File: config.mk
export PLATFORM = sky130hd
export DESIGN_NAME = magnetron_timer_ctrl
export DESIGN_NICKNAME = d
export VERILOG_FILES = /design/src/rtl/magnetron_timer_ctrl.sv
export SDC_FILE = /design/constraint.sdc
export NUM_CORES = 1
export LEC_CHECK = 0
export CORE_AREA = 2 2 94 96
export CTS_BUF_LIST = sky130_fd_sc_hd__clkbuf_2
export CTS_CLUSTER_SIZE = 20
export DETAILED_ROUTE_END_ITERATION = 12
export DIE_AREA = 0 0 96 98
export PLACE_DENSITY = 0.53
export SLEW_MARGIN = 20
export SYNTH_ARGS = -nofsm -noshare
export SYNTH_HDL_FRONTEND = slang
export SYNTH_SLANG_ARGS = --single-unit
File: constraint.sdc
create_clock -name clk -period 5.5 [get_ports clk]
set_input_delay 0.825 -clock clk [delete_from_list [all_inputs] [get_ports clk]]
set_output_delay 0.825 -clock clk [all_outputs]
set_load 0.01 [all_outputs]
File: src/rtl/magnetron_timer_ctrl.sv
// Registered magnetron cooking controller: countdown timer, pause/resume on door open,
// duty-cycled power levels and a one-cycle completion pulse.
module magnetron_timer_ctrl #(
  parameter int unsigned TIME_W       = 8,
  parameter int unsigned TICK_DIV     = 100,
  parameter int unsigned POWER_LEVELS = 10,
  parameter int unsigned PWR_W        = 4
) (
  input  logic              clk,
  input  logic              rst,
  input  logic              startn,
  input  logic              stopn,
  input  logic              clearn,
  input  logic              door_closed,
  input  logic [TIME_W-1:0] time_load,
  input  logic [PWR_W-1:0]  power_sel,
  output logic              mag_on,
  output logic [TIME_W-1:0] time_left,
  output logic              cooking,
  output logic              paused,
  output logic              done
);

  localparam int unsigned PRE_W = (TICK_DIV > 1) ? $clog2(TICK_DIV) : 1;
  localparam int unsigned PH_W  = (POWER_LEVELS > 1) ? $clog2(POWER_LEVELS) : 1;

  localparam logic [PRE_W-1:0]  PreMax   = PRE_W'(TICK_DIV - 1);
  localparam logic [PH_W-1:0]   PhaseMax = PH_W'(POWER_LEVELS - 1);
  localparam logic [PWR_W-1:0]  PwrFull  = PWR_W'(POWER_LEVELS);
  localparam logic [TIME_W-1:0] TimeOne  = TIME_W'(1);

  typedef enum logic [1:0] {
    StIdle,
    StCook,
    StPause,
    StDone
  } state_e;

  state_e            state_q;
  logic [TIME_W-1:0] time_left_q;
  logic [PRE_W-1:0]  pre_q;
  logic [PH_W-1:0]   phase_q;
  logic [PWR_W-1:0]  power_lat_q;
  logic              cooking_q;
  logic              paused_q;
  logic              done_q;

  // Bit order {clear, stop, start}; buttons idle high, so reset to released.
  logic [2:0] btn_q;
  logic [2:0] btn_prev_q;
  logic [2:0] press_q;

  always_ff @(posedge clk or posedge rst) begin
    if (rst) begin
      btn_q      <= 3'b111;
      btn_prev_q <= 3'b111;
      press_q    <= 3'b000;
    end else begin
      btn_q      <= {clearn, stopn, startn};
      btn_prev_q <= btn_q;
      press_q    <= btn_prev_q & ~btn_q;
    end
  end

  logic clear_ev;
  logic stop_ev;
  logic start_ev;
  logic abort_ev;
  logic tick;
  logic start_ok;

  always_comb begin
    clear_ev = press_q[2];
    stop_ev  = press_q[1];
    start_ev = press_q[0];
    abort_ev = clear_ev | stop_ev;
    tick     = (state_q == StCook) && (pre_q == PreMax);
    start_ok = start_ev && door_closed && (time_load != '0);
  end

  always_ff @(posedge clk or posedge rst) begin
    if (rst) begin
      state_q     <= StIdle;
      time_left_q <= '0;
      pre_q       <= '0;
      phase_q     <= '0;
      power_lat_q <= '0;
      cooking_q   <= 1'b0;
      paused_q    <= 1'b0;
      done_q      <= 1'b0;
    end else begin
      done_q <= 1'b0;
      unique case (state_q)
        StIdle: begin
          if (!abort_ev && start_ok) begin
            state_q     <= StCook;
            time_left_q <= time_load;
            power_lat_q <= (power_sel > PwrFull) ? PwrFull : power_sel;
            pre_q       <= '0;
            phase_q     <= '0;
            cooking_q   <= 1'b1;
          end
        end

        StCook: begin
          if (abort_ev) begin
            state_q     <= StIdle;
            time_left_q <= '0;
            cooking_q   <= 1'b0;
          end else if (!door_closed) begin
            // Any tick landing in this cycle is dropped; phase stays put while paused.
            state_q   <= StPause;
            cooking_q <= 1'b0;
            paused_q  <= 1'b1;
          end else if (tick) begin
            pre_q   <= '0;
            phase_q <= (phase_q == PhaseMax) ? '0 : phase_q + PH_W'(1);
            if (time_left_q == TimeOne) begin
              state_q     <= StDone;
              time_left_q <= '0;
              cooking_q   <= 1'b0;
              done_q      <= 1'b1;
            end else begin
              time_left_q <= time_left_q - TimeOne;
            end
          end else begin
            pre_q <= pre_q + PRE_W'(1);
          end
        end

        StPause: begin
          if (abort_ev) begin
            state_q     <= StIdle;
            time_left_q <= '0;
            paused_q    <= 1'b0;
          end else if (start_ev && door_closed) begin
            state_q   <= StCook;
            pre_q     <= '0;
            cooking_q <= 1'b1;
            paused_q  <= 1'b0;
          end
        end

        StDone: begin
          if ((press_q != 3'b000) || !door_closed) begin
            state_q     <= StIdle;
            time_left_q <= '0;
          end
        end

        default: begin
          state_q     <= StIdle;
          time_left_q <= '0;
          cooking_q   <= 1'b0;
          paused_q    <= 1'b0;
        end
      endcase
    end
  end

  // Door term is deliberately combinational so the interlock cuts drive in the opening cycle.
  assign mag_on    = cooking_q & (PWR_W'(phase_q) < power_lat_q) & door_closed;
  assign time_left = time_left_q;
  assign cooking   = cooking_q;
  assign paused    = paused_q;
  assign done      = done_q;

endmodule

## Word-level counts from Yosys, hierarchy flattened

Index checks and enable logic that the tools add are counted.

| cells by class | value |
|---|---|
| multiplexer cells | 49 |
| equal/unequal tests | 20 |
| bitwise gates (word level) | 5 |
| reduce and logical (&&, ||, !) cells | 20 |
| $add $sub $neg | 3 |
| order comparisons | 2 |

Operators with widths:

| kind | count |
|---|---|
| $mux 8 | 7 |
| $mux 7 | 6 |
| $pmux 8 s4 | 1 |
| $mux 4 | 6 |
| $pmux 7 s3 | 1 |
| $ne 2x2->1 const B | 9 |
| $mux 1 | 16 |
| $mux 2 | 8 |
| $reduce_and 5->1 | 3 |
| $reduce_and 6->1 | 2 |
| $ne 3x3->1 const B | 3 |
| $eq 8x1->1 const B | 1 |
| $pmux 2 s4 | 1 |
| $pmux 4 s2 | 1 |
| $reduce_bool 8->1 | 1 |
| $sub 8x1->8 const B | 1 |
| $add 7x1->7 const B | 1 |
| $eq 7x7->1 const B | 1 |
| $reduce_bool 3->1 | 2 |
| $add 4x1->4 const B | 1 |
| $eq 2x2->1 const B | 2 |
| $eq 4x4->1 const B | 1 |
| $gt 4x4->1 const B | 1 |
| $logic_and 1x1->1 | 4 |
| 16 further kinds | 19 |

| word-level totals | value |
|---|---|
| input port bits | 18 |
| output and inout bits | 12 |
| logic and storage cells | 110 |
| register bits after elaboration | 37 |

## Depth between registers and ports, before layout

Gate-level depths: netlist of run 1.

| depth | value |
|---|---|
| depth in word-level cells | 6 |
| gate-level depth with buffers | 7 |
| gate-level depth less buffers | 7 |

## Least setup slack after synthesis of run 1

OpenSTA, ideal clock, no wires.

| timing | value |
|---|---|
| path kind | input port to flip-flop |
| from | input port time_load[1] |
| to | register phase_q[3] |
| data required time | 5,363 ps |
| setup slack | 3,265 ps |
| stages | 5 |
| arrival | 2,098 ps |
| setup time | 137 ps |
| path buffers | 0 |
| cell sequence | nor4_1 a2111oi_4 a31oi_2 o21a_1 o21ai_0 |

| between the ends | value |
|---|---|
| cells in the longest elaborated chain, start to end | 5 |

Ends and longest elaborated chain:

| element | RTL line | source |
|---|---|---|
| from (decl) | 15 | `input logic [TIME_W-1:0] time_load,` |
| $reduce_bool 8->1 | 78 | `start_ok = start_ev && door_closed && (time_load != '0);` |
| $logic_and 1x1->1 | 78 |  |
| $logic_and 1x1->1 | 95 | `if (!abort_ev && start_ok) begin` |
| $ne 2x2->1 (no source line) | n/a |  |
| $reduce_and 5->1 (no source line) | n/a |  |
| to (signal assigned) | 117 | `phase_q <= (phase_q == PhaseMax) ? '0 : phase_q + PH_W'(1);` |
| to (decl) | 42 | `logic [PH_W-1:0] phase_q;` |

Every way passes these cells.
A chain may end at the register's enable or synchronous reset.

## Worst setup path after layout of run 1

| timing | value |
|---|---|
| from | input port door_closed |
| to | output port mag_on |

| between the ends | value |
|---|---|
| cells in the longest elaborated chain, start to end | 1 |

Ends and longest elaborated chain:

| element | RTL line | source |
|---|---|---|
| from (decl) | 14 | `input logic door_closed,` |
| $and 1x1->1 | 162 | `assign mag_on = cooking_q & (PWR_W'(phase_q) < power_lat_q) & door_closed;` |
| to (decl) | 17 | `output logic mag_on,` |

Every way passes these cells.

==> results.cfg, run 1 <==
[logic_synthesis]
async_flop_share = 1.00
synth_area_leaders = dfrtp_1 (38%), dfstp_2 (7.8%), o21ai_0 (5.9%)
synthCells = 217
synth_area_leader_cell = dfrtp_1
synth_edf_count = 0
avgSynthCellArea_um2 = 9.35
synth.distinct_cells = 45
netlist_area_um2 = 2030
yosysSeqAreaShare = 0.460
ys.flop_type = dfrtp_1
yosys_warnings = 0
ys_ff_latch = 37
yosys.area.top_type_share = 0.382
syn_nets = 243

[clocking]
clock_latency_ns = 0.39
cts_tree = yes
clkSlewWorstSetupHoldPaths_ns = 0.18
cts.path.max_buffers = 2
cts_made_buffers = 5
post-cts-setup-buffers = 0
cts-resized-gates = 0
cts_sinks = 37
cts_hold_buf = 0
cts-root-buf = clkbuf_2
htreeDepth = 2

[timing]
finalMaxSlewViolations = 0
final-hold-violation-count = 0
finalCritPeriodShare = 0.566
period_needed_ns = 3.11
slew_headroom = 0.470
fin_skew_ns = 0.0142
holdWs_ns = 0.380
rsz0062_at_grt = no
fmax_mhz = 321
worst_pin_slew_ns = 0.788
setup_tns_ns = 0
setup_viol = 0

[route]
drt_wl_total_um = 4560
drtIter0Drc = 99
routed-wl-met3_um = 197
route.met2.wl_um = 2200
wire_per_inst_um = 12.7
viasPerCell = 4.69
drc_errors = 0
dr.pass1.iters = 4
drt-met1-wl_um = 2120
top_layer = met4
postRouteAntennaNets = 0
vias = 1683

[floorplanning]
core_um2 = 8470
pin_count = 30
die_w_um = 96
dieHeight_um = 98
die-area_um2 = 9410
rows = 34
start_util = 0.240

[worst_hold_path]
hold_class = reg -> reg

[grt]
grt-ovfl-total = 0
grt_start_max_net_pins = 38
track_usage = 0.107
grt_pass1_wl_um = 8080
grt_pass1_vias = 1699
antenna_found_initial = 0

[critical_path]
worstPathMaxFanout = 8
r2r_slack_ns = 3.33
crit_path_start_kind = primary input
end_kind = output pin
crit_arrival_ns = 2.29
cp.required_ns = 4.68
critPathKind = in -> out
crit_top_cell = clkdlybuf4s50_1
path_cells = clkdlybuf4s50_1 > and4b_1 > clkdlybuf4s50_1
path_delay_family = buffers and inverters
cp_slowest_cell = clkdlybuf4s50_1
critical_path_buf_inv_count = 2
cpPeakStageDelay_ns = 0.68

[power]
clockPowerShare = 0.218
seqPwrFrac = 0.476
ir_drop_mv = 0.107
power_mw = 0.777
leakagePower_nw = 1.01
p_int_mw = 0.512
switchingPower_mw = 0.265
p_comb_frac = 0.306
netSwitchingFraction = 0.341
cellPowerDensity_nw_per_um2 = 311

[final_layout]
diodes = 0
multi_input_area_um2 = 1010
syn_to_final_growth_pct = 23.1
final_cells = 359
fill_cells = 883
fin_util = 0.295
drive_gt1_frac = 0.112
seq_area_um2 = 933
final_nets = 276

[status]
status = finished, final reports clean

[run]
drv_cap = 0

[placement]
io_buffers = 29
place_inst = 351
gp_congestion = 0.763
dp_hpwl_um = 3410
## state kept, by name, indices dropped and copies added (netlist names)
| register | cells |
|---|---|
| btn_prev_q | 3 |
| time_left | 8 |
| done | 1 |
| power_lat_q | 4 |
| cooking | 1 |
| press_q | 3 |
| paused | 1 |
| pre_q | 7 |
| state_q | 2 |
| phase_q | 4 |
| btn_q | 3 |
## layout make-up
type	count	share of cell area
Tap cell	108	0.0541
Inverter	14	0.0210
Clock buffer	5	0.0100
Sequential cell	37	0.374
Timing Repair Buffer	30	0.119
Clock inverter	3	0.0165
Multi-Input combinational cell	162	0.405
## power groups by stage
stage                     Clock [mW]  Sequential, mW  Combinational (mW)
after global placement             0           0.375               0.236
after detailed placement           0           0.376               0.239
after CTS                      0.177           0.371               0.241
after global routing           0.188           0.381               0.270
final                          0.169           0.370               0.238
after floorplan                    0           0.376               0.125
## cells in the final DEF (no fill, tap or decap), types with 2 or more instances in the layout
cell / instances
o21a_1: 2
and3_1: 3
a211oi_1: 2
or3_1: 3
inv_1: 14
clkdlybuf4s50_1: 29
dfrtp_1: 31
o21ai_0: 24
ha_1: 8
o21ai_2: 6
a32oi_1: 2
nor3_1: 4
a21oi_1: 11
or2_2: 2
or2_1: 3
nand2b_1: 5
nand3_1: 4
or3b_1: 2
nor4_1: 4
clkbuf_2: 5
nand2_1: 17
nor2_1: 24
o21ai_1: 4
nor2b_1: 6
o31ai_1: 5
a31oi_1: 3
dfstp_2: 6
## layer usage
| layer | vias to the layer above | GRT usage |
|---|---|---|
| met5 | - | 0 |
| met2 | 33 | 0.173 |
| met4 | 0 | 0.0231 |
| met3 | 6 | 0.0278 |
| li1 | 856 | - |
| met1 | 788 | 0.144 |
## cells by family after synthesis
group / count (synthesis) / share of synthesized area
buf+inv: 18 / 0.0407
fa+ha+maj: 8 / 0.0494
flops: 37 / 0.460
compound gates: 68 / 0.224
simple gates: 86 / 0.226
## final timing paths
path | start | end | depth (start not counted)
max | door_closed | mag_on | 3
min | btn_q[2] | btn_prev_q[2] | 0
max reg2reg | time_left[1] | time_left[4] | 7
min reg2reg | btn_q[2] | btn_prev_q[2] | 0
max in group asynchronous | rst | btn_prev_q[0] | 3
min in group asynchronous | rst | state_q[1] | 3
## cell usage after synthesis (2+ instances only)
cell type / instances
nor2b_1: 6
or2_1: 3
nor2_1: 24
and3_1: 3
o21ai_0: 24
a21oi_1: 11
inv_1: 14
nand3_1: 4
or2_2: 2
nand2b_1: 5
o21ai_2: 6
a31oi_1: 3
nand2_1: 17
nor3_1: 4
buf_2: 3
o21a_1: 2
or3_1: 3
dfrtp_1: 31
nor4_1: 4
o21ai_1: 4
a211oi_1: 2
ha_1: 8
dfstp_2: 6
o31ai_1: 5
or3b_1: 2
a32oi_1: 2
## through the flow
step | worst slack, ns | area, um2
floorplan | 3.26 | 2030
global placement | 2.39 | 2430
detailed placement | 2.31 | 2430
CTS | 2.38 | 2500
global route | 2.28 | 2500
finish | 2.39 | 2500
No activity file was read; power rests on OpenSTA's default activity.
==> run 2, diff against run 1 <==
- clock period: 5.5 -> 3.2 ns (I/O delays scaled with it)
==> run 2 against run 1 <==
  * Clock power rose by 120%
  * Critical endpoint unchanged
  * Highest routed layer unchanged
  * Largest power group unchanged
  * Flip-flop and latch count did not move
  * Clock skew fell by 0.0027 ns
  * Non-clock buffer count rose by 2
  * Utilization rose by 0.46 points
  * Power rose by 82%
  * Die area did not move
  * Sequential power rose by 73%
  * Via count fell by 0.59%
  * First-iteration DRC count fell by 26%
  * Final area rose by 1.6%
==> results.cfg, run 2 (synthesis gave the netlist of run 1 again) <==
[final_layout]
mostFrequentLayoutCells = dfrtp_1 (31), clkdlybuf4s50_1 (29), nor2_1 (24), o21ai_0 (24), nand2_1 (17)
drive_gt1_frac = 0.123
seq_area_um2 = 933
final_nets = 278
final_common_cell = dfrtp_1
final_cells = 361
syn_to_final_growth_pct = 25.0
multi_input_area_um2 = 1010
largest_register_ff_count = 8
diodes = 0
fill_cells = 900

[timing]
worst_pin_slew_ns = 0.695
finalCritPeriodShare = 0.843
rsz0062_at_grt = no
setup_viol = 0
final-hold-violation-count = 0
finalMaxSlewViolations = 0
holdWs_ns = 0.381
worst_slack_ns = 0.501
setup_tns_ns = 0
slew_headroom = 0.535
period_needed_ns = 2.70
fin_skew_ns = 0.0114
fmax_mhz = 370

[route]
drc_errors = 0
drt-met1-wl_um = 2120
drtIter0Drc = 73
top_layer = met4
routed-wl-met3_um = 166
dr.pass1.iters = 4
vias = 1673
drt_wl_total_um = 4500
postRouteAntennaNets = 0
viasPerCell = 4.63
route.met2.wl_um = 2190
wire_per_inst_um = 12.5

[floorplanning]
die-area_um2 = 9410
dieHeight_um = 98
die_w_um = 96
pin_count = 30
start_util = 0.240
rows = 34
core_um2 = 8470

[grt]
grt_pass1_vias = 1612
grt_pass1_wl_um = 7730
grt_start_max_net_pins = 38
track_usage = 0.104
grt-ovfl-total = 0
antenna_found_initial = 0

[critical_path]
cp_slowest_cell = clkdlybuf4s50_1
critical_path_buf_inv_count = 1
crit_top_cell = o21ai_0
worstPathMaxFanout = 5
crit_path_start_kind = flop
crit_arrival_ns = 2.22
cp.required_ns = 2.72
path_delay_family = buffers and inverters
end_kind = output pin
critPathKind = reg -> out
cpPeakStageDelay_ns = 0.54
path_cells = ha_1 > o21ai_0 > a21boi_0 > o21ai_0 > and4b_1 > clkdlybuf4s50_1

[clocking]
cts-resized-gates = 0
cts_hold_buf = 0
post-cts-setup-buffers = 0
cts_tree = yes
cts_sinks = 37
htreeDepth = 2
clkSlewWorstSetupHoldPaths_ns = 0.20
cts-root-buf = clkbuf_2
clock_latency_ns = 0.40
cts_made_buffers = 5
cts.path.max_buffers = 2

[placement]
io_buffers = 29
pre_cts_ws_ns = 0.519
place_inst = 353
dp_hpwl_um = 3370
gp_congestion = 0.750

[power]
p_comb_frac = 0.283
clockPowerShare = 0.265
ir_drop_mv = 0.178
netSwitchingFraction = 0.320
p_int_mw = 0.961
leakagePower_nw = 1.03
seqPwrFrac = 0.452
cellPowerDensity_nw_per_um2 = 558
switchingPower_mw = 0.453

[status]
status = finished, final reports clean

[run]
drv_cap = 0

[worst_hold_path]
hold_class = reg -> reg
## run 2: cell count changes in the layout (fill, tap and decap cells not counted), sizes merged
| cell | change |
|---|---|
| clkinvlp | -1 |
| buf | +2 |
| bufinv | +1 |
## run 2: worst reg2reg max path, cell delays in order, from the launching register on
cell	delay (ns)
dfrtp_1	0.45
inv_1	0.10
ha_1	0.19
or4b_2	0.67
o21ai_2	0.28
nor2_1	0.08
o21ai_0	0.13
o21ai_0	0.11
## run 2: power by group through the flow
stage	registers, mW	clock network [mW]	logic (mW)
2_1_floorplan	0.645	0	0.215
3_3_place_gp	0.649	0	0.400
3_5_place_dp	0.650	0	0.405
4_1_cts	0.640	0.388	0.407
5_1_grt	0.657	0.410	0.451
6_report	0.639	0.375	0.400
## run 2: metal layers
layer | vias up | GRT usage
li1 | 850 | -
met1 | 779 | 0.136
met2 | 38 | 0.168
met3 | 6 | 0.0255
met4 | 0 | 0.0297
met5 | - | 0
## run 2: through the flow
stage / utilization / power, mW / area [um2]
2_1_floorplan: - / 0.861 / 2030
3_3_place_gp: 0.289 / 1.05 / 2450
3_5_place_dp: 0.289 / 1.05 / 2450
4_1_cts: 0.300 / 1.43 / 2540
5_1_grt: 0.300 / 1.52 / 2540
6_report: 0.300 / 1.41 / 2540
## run 2: area by class of cell
| type | instances | share of cell area |
|---|---|---|
| Clock inverter | 3 | 0.0257 |
| Timing Repair Buffer | 32 | 0.123 |
| Sequential cell | 37 | 0.368 |
| Multi-Input combinational cell | 162 | 0.399 |
| Tap cell | 108 | 0.0533 |
| Clock buffer | 5 | 0.00987 |
| Inverter | 14 | 0.0207 |
## run 2: final timing paths
kind                               from             to  cells past startpoint  slack, ns
min in group asynchronous           rst     press_q[1]                      3       0.46
min reg2reg                    btn_q[2]  btn_prev_q[2]                      0       0.38
min                            btn_q[2]  btn_prev_q[2]                      0       0.38
max reg2reg                time_left[1]   time_left[4]                      7       1.06
max                          phase_q[1]         mag_on                      6       0.50
max in group asynchronous           rst       btn_q[2]                      3       2.38
==> run 3, diff against run 2 <==
- PLACE_DENSITY: 0.53 -> 0.54
- clock period: 3.2 -> 2.2 ns (I/O delays scaled with it)
==> run 3 against run 2 <==
  * Power is 40% higher
  * Routed wire length increased by 3.4%
  * Global-route usage rose by 0.22 points
  * Worst setup slack got worse by 0.30 ns
  * Die area did not move
  * Non-clock buffer count is 15 higher
  * Critical path type unchanged
  * Critical endpoint unchanged
  * Largest cell class unchanged
==> results.cfg, run 3 (synthesis gave the netlist of run 1 again) <==
[floorplanning]
start_util = 0.240
die-area_um2 = 9410
dieHeight_um = 98
rows = 34
pin_count = 30
core_um2 = 8470
die_w_um = 96

[worst_hold_path]
hold_class = in -> reg
min_from = clearn
min_to = btn_q[2]
min_path_cells = 1

[timing]
final-hold-violation-count = 0
finalMaxSlewViolations = 0
period_needed_ns = 2.00
rsz0062_at_grt = no
worst_slack_ns = 0.197
setup_tns_ns = 0
fin_skew_ns = 0.0110
slew_headroom = 0.595
finalCritPeriodShare = 0.910
worst_pin_slew_ns = 0.605
holdWs_ns = 0.322
fmax_mhz = 499
setup_viol = 0

[critical_path]
path_cells = ha_1 > a21boi_1 > o21ai_1 > and4b_1 > clkbuf_2
critical_path_buf_inv_count = 1
crit_cells = 5
critPathKind = reg -> out
cp.required_ns = 1.87
crit_path_start_kind = flop
reg2reg_depth = 7
end_kind = output pin
r2r_slack_ns = 0.30
r2r-end = time_left[3]
cp_slowest_cell = dfrtp_2
worstPathMaxFanout = 5
path_delay_family = flip-flops
crit_arrival_ns = 1.67
cpPeakStageDelay_ns = 0.47
rr_startpoint = time_left[1]

[clocking]
cts-root-buf = clkbuf_2
cts.path.max_buffers = 2
cts_made_buffers = 5
htreeDepth = 2
clock_latency_ns = 0.38
cts_hold_buf = 0
cts_sinks = 37
clkSlewWorstSetupHoldPaths_ns = 0.20
cts_tree = yes

[placement]
io_buffers = 29
pre_cts_ws_ns = 0.0217
dp_hpwl_um = 3510
gp_congestion = 0.767

[final_layout]
seq_area_um2 = 935
final_nets = 293
syn_to_final_growth_pct = 30.4
mostFrequentLayoutCells = dfrtp_1 (30), clkdlybuf4s50_1 (28), nor2_1 (24)
fill_cells = 881
multi_input_area_um2 = 1020
diodes = 0
largest_register_ff_count = 8
final_common_cell = dfrtp_1
drive_gt1_frac = 0.175

[run]
drv_cap = 0

[grt]
track_usage = 0.106
grt_pass1_wl_um = 7900
antenna_found_initial = 0
grt_pass1_vias = 1669
grt-ovfl-total = 0
grt_start_max_net_pins = 38

[route]
vias = 1711
dr.pass1.iters = 4
postRouteAntennaNets = 0
drc_errors = 0
drt_wl_total_um = 4660
drtIter0Drc = 70
viasPerCell = 4.55
wire_per_inst_um = 12.4

[status]
status = finished, final reports clean

[power]
leakagePower_nw = 1.10
cellPowerDensity_nw_per_um2 = 751
ir_drop_mv = 0.253
run 3: cell types whose count changed in the layout (fill, tap and decap cells not counted), sizes merged:
| cell | before | now |
|---|---|---|
| buf | 3 | 18 |
| clkbuf | 5 | 6 |
| clkdlybuf4s50 | 29 | 28 |
| bufinv | 2 | 1 |
| clkinvlp | 0 | 1 |
run 3: per-stage QoR:
stage / cell area [um2] / power (mW) / util / std cells
2_1_floorplan: 2030 / 1.25 / - / 217
3_3_place_gp: 2560 / 1.56 / 0.303 / 367
3_5_place_dp: 2560 / 1.57 / 0.303 / 367
4_1_cts: 2640 / 2.01 / 0.312 / 376
5_1_grt: 2650 / 2.16 / 0.312 / 376
6_report: 2650 / 1.99 / 0.312 / 376
run 3: area by class of cell:
type / count / area share
Clock buffer: 5 / 0.00946
Clock inverter: 3 / 0.0156
Inverter: 14 / 0.0199
Multi-Input combinational cell: 162 / 0.387
Sequential cell: 37 / 0.353
Tap cell: 108 / 0.0511
Timing Repair Buffer: 47 / 0.164
run 3: per-layer routing:
metal  routed length [um]  global-route usage
met1                 2230               0.141
met5                    0                   0
met4                   55              0.0297
met3                  168              0.0270
met2                 2210               0.168
run 3: repair_timing:
action / in CTS / in global routing
setup endpoints to repair: 1 / 5
resized for setup: 3 / 5
buffers inserted: 1 / 0
pin swaps: 0 / 1
run 3: worst max-delay path by stage:
| stage | start | slack (ns) | endpoint |
|---|---|---|---|
| after floorplan | time_left[1] | 0.26 | time_left[0] |
| after global placement | door_closed | 0.08 | time_left[0] |
| after detailed placement | door_closed | 0.02 | time_left[1] |
| after CTS | phase_q[2] | 0.02 | mag_on |
| after global routing | phase_q[2] | 0.005 | mag_on |
| final | phase_q[2] | 0.20 | mag_on |
run 3: power by group:
group	switching, mW	total (mW)	internal (mW)
Combinational	0.321	0.650	0.329
Clock	0.236	0.424	0.188
Sequential	0.114	0.911	0.798
Total	0.671	1.99	1.31
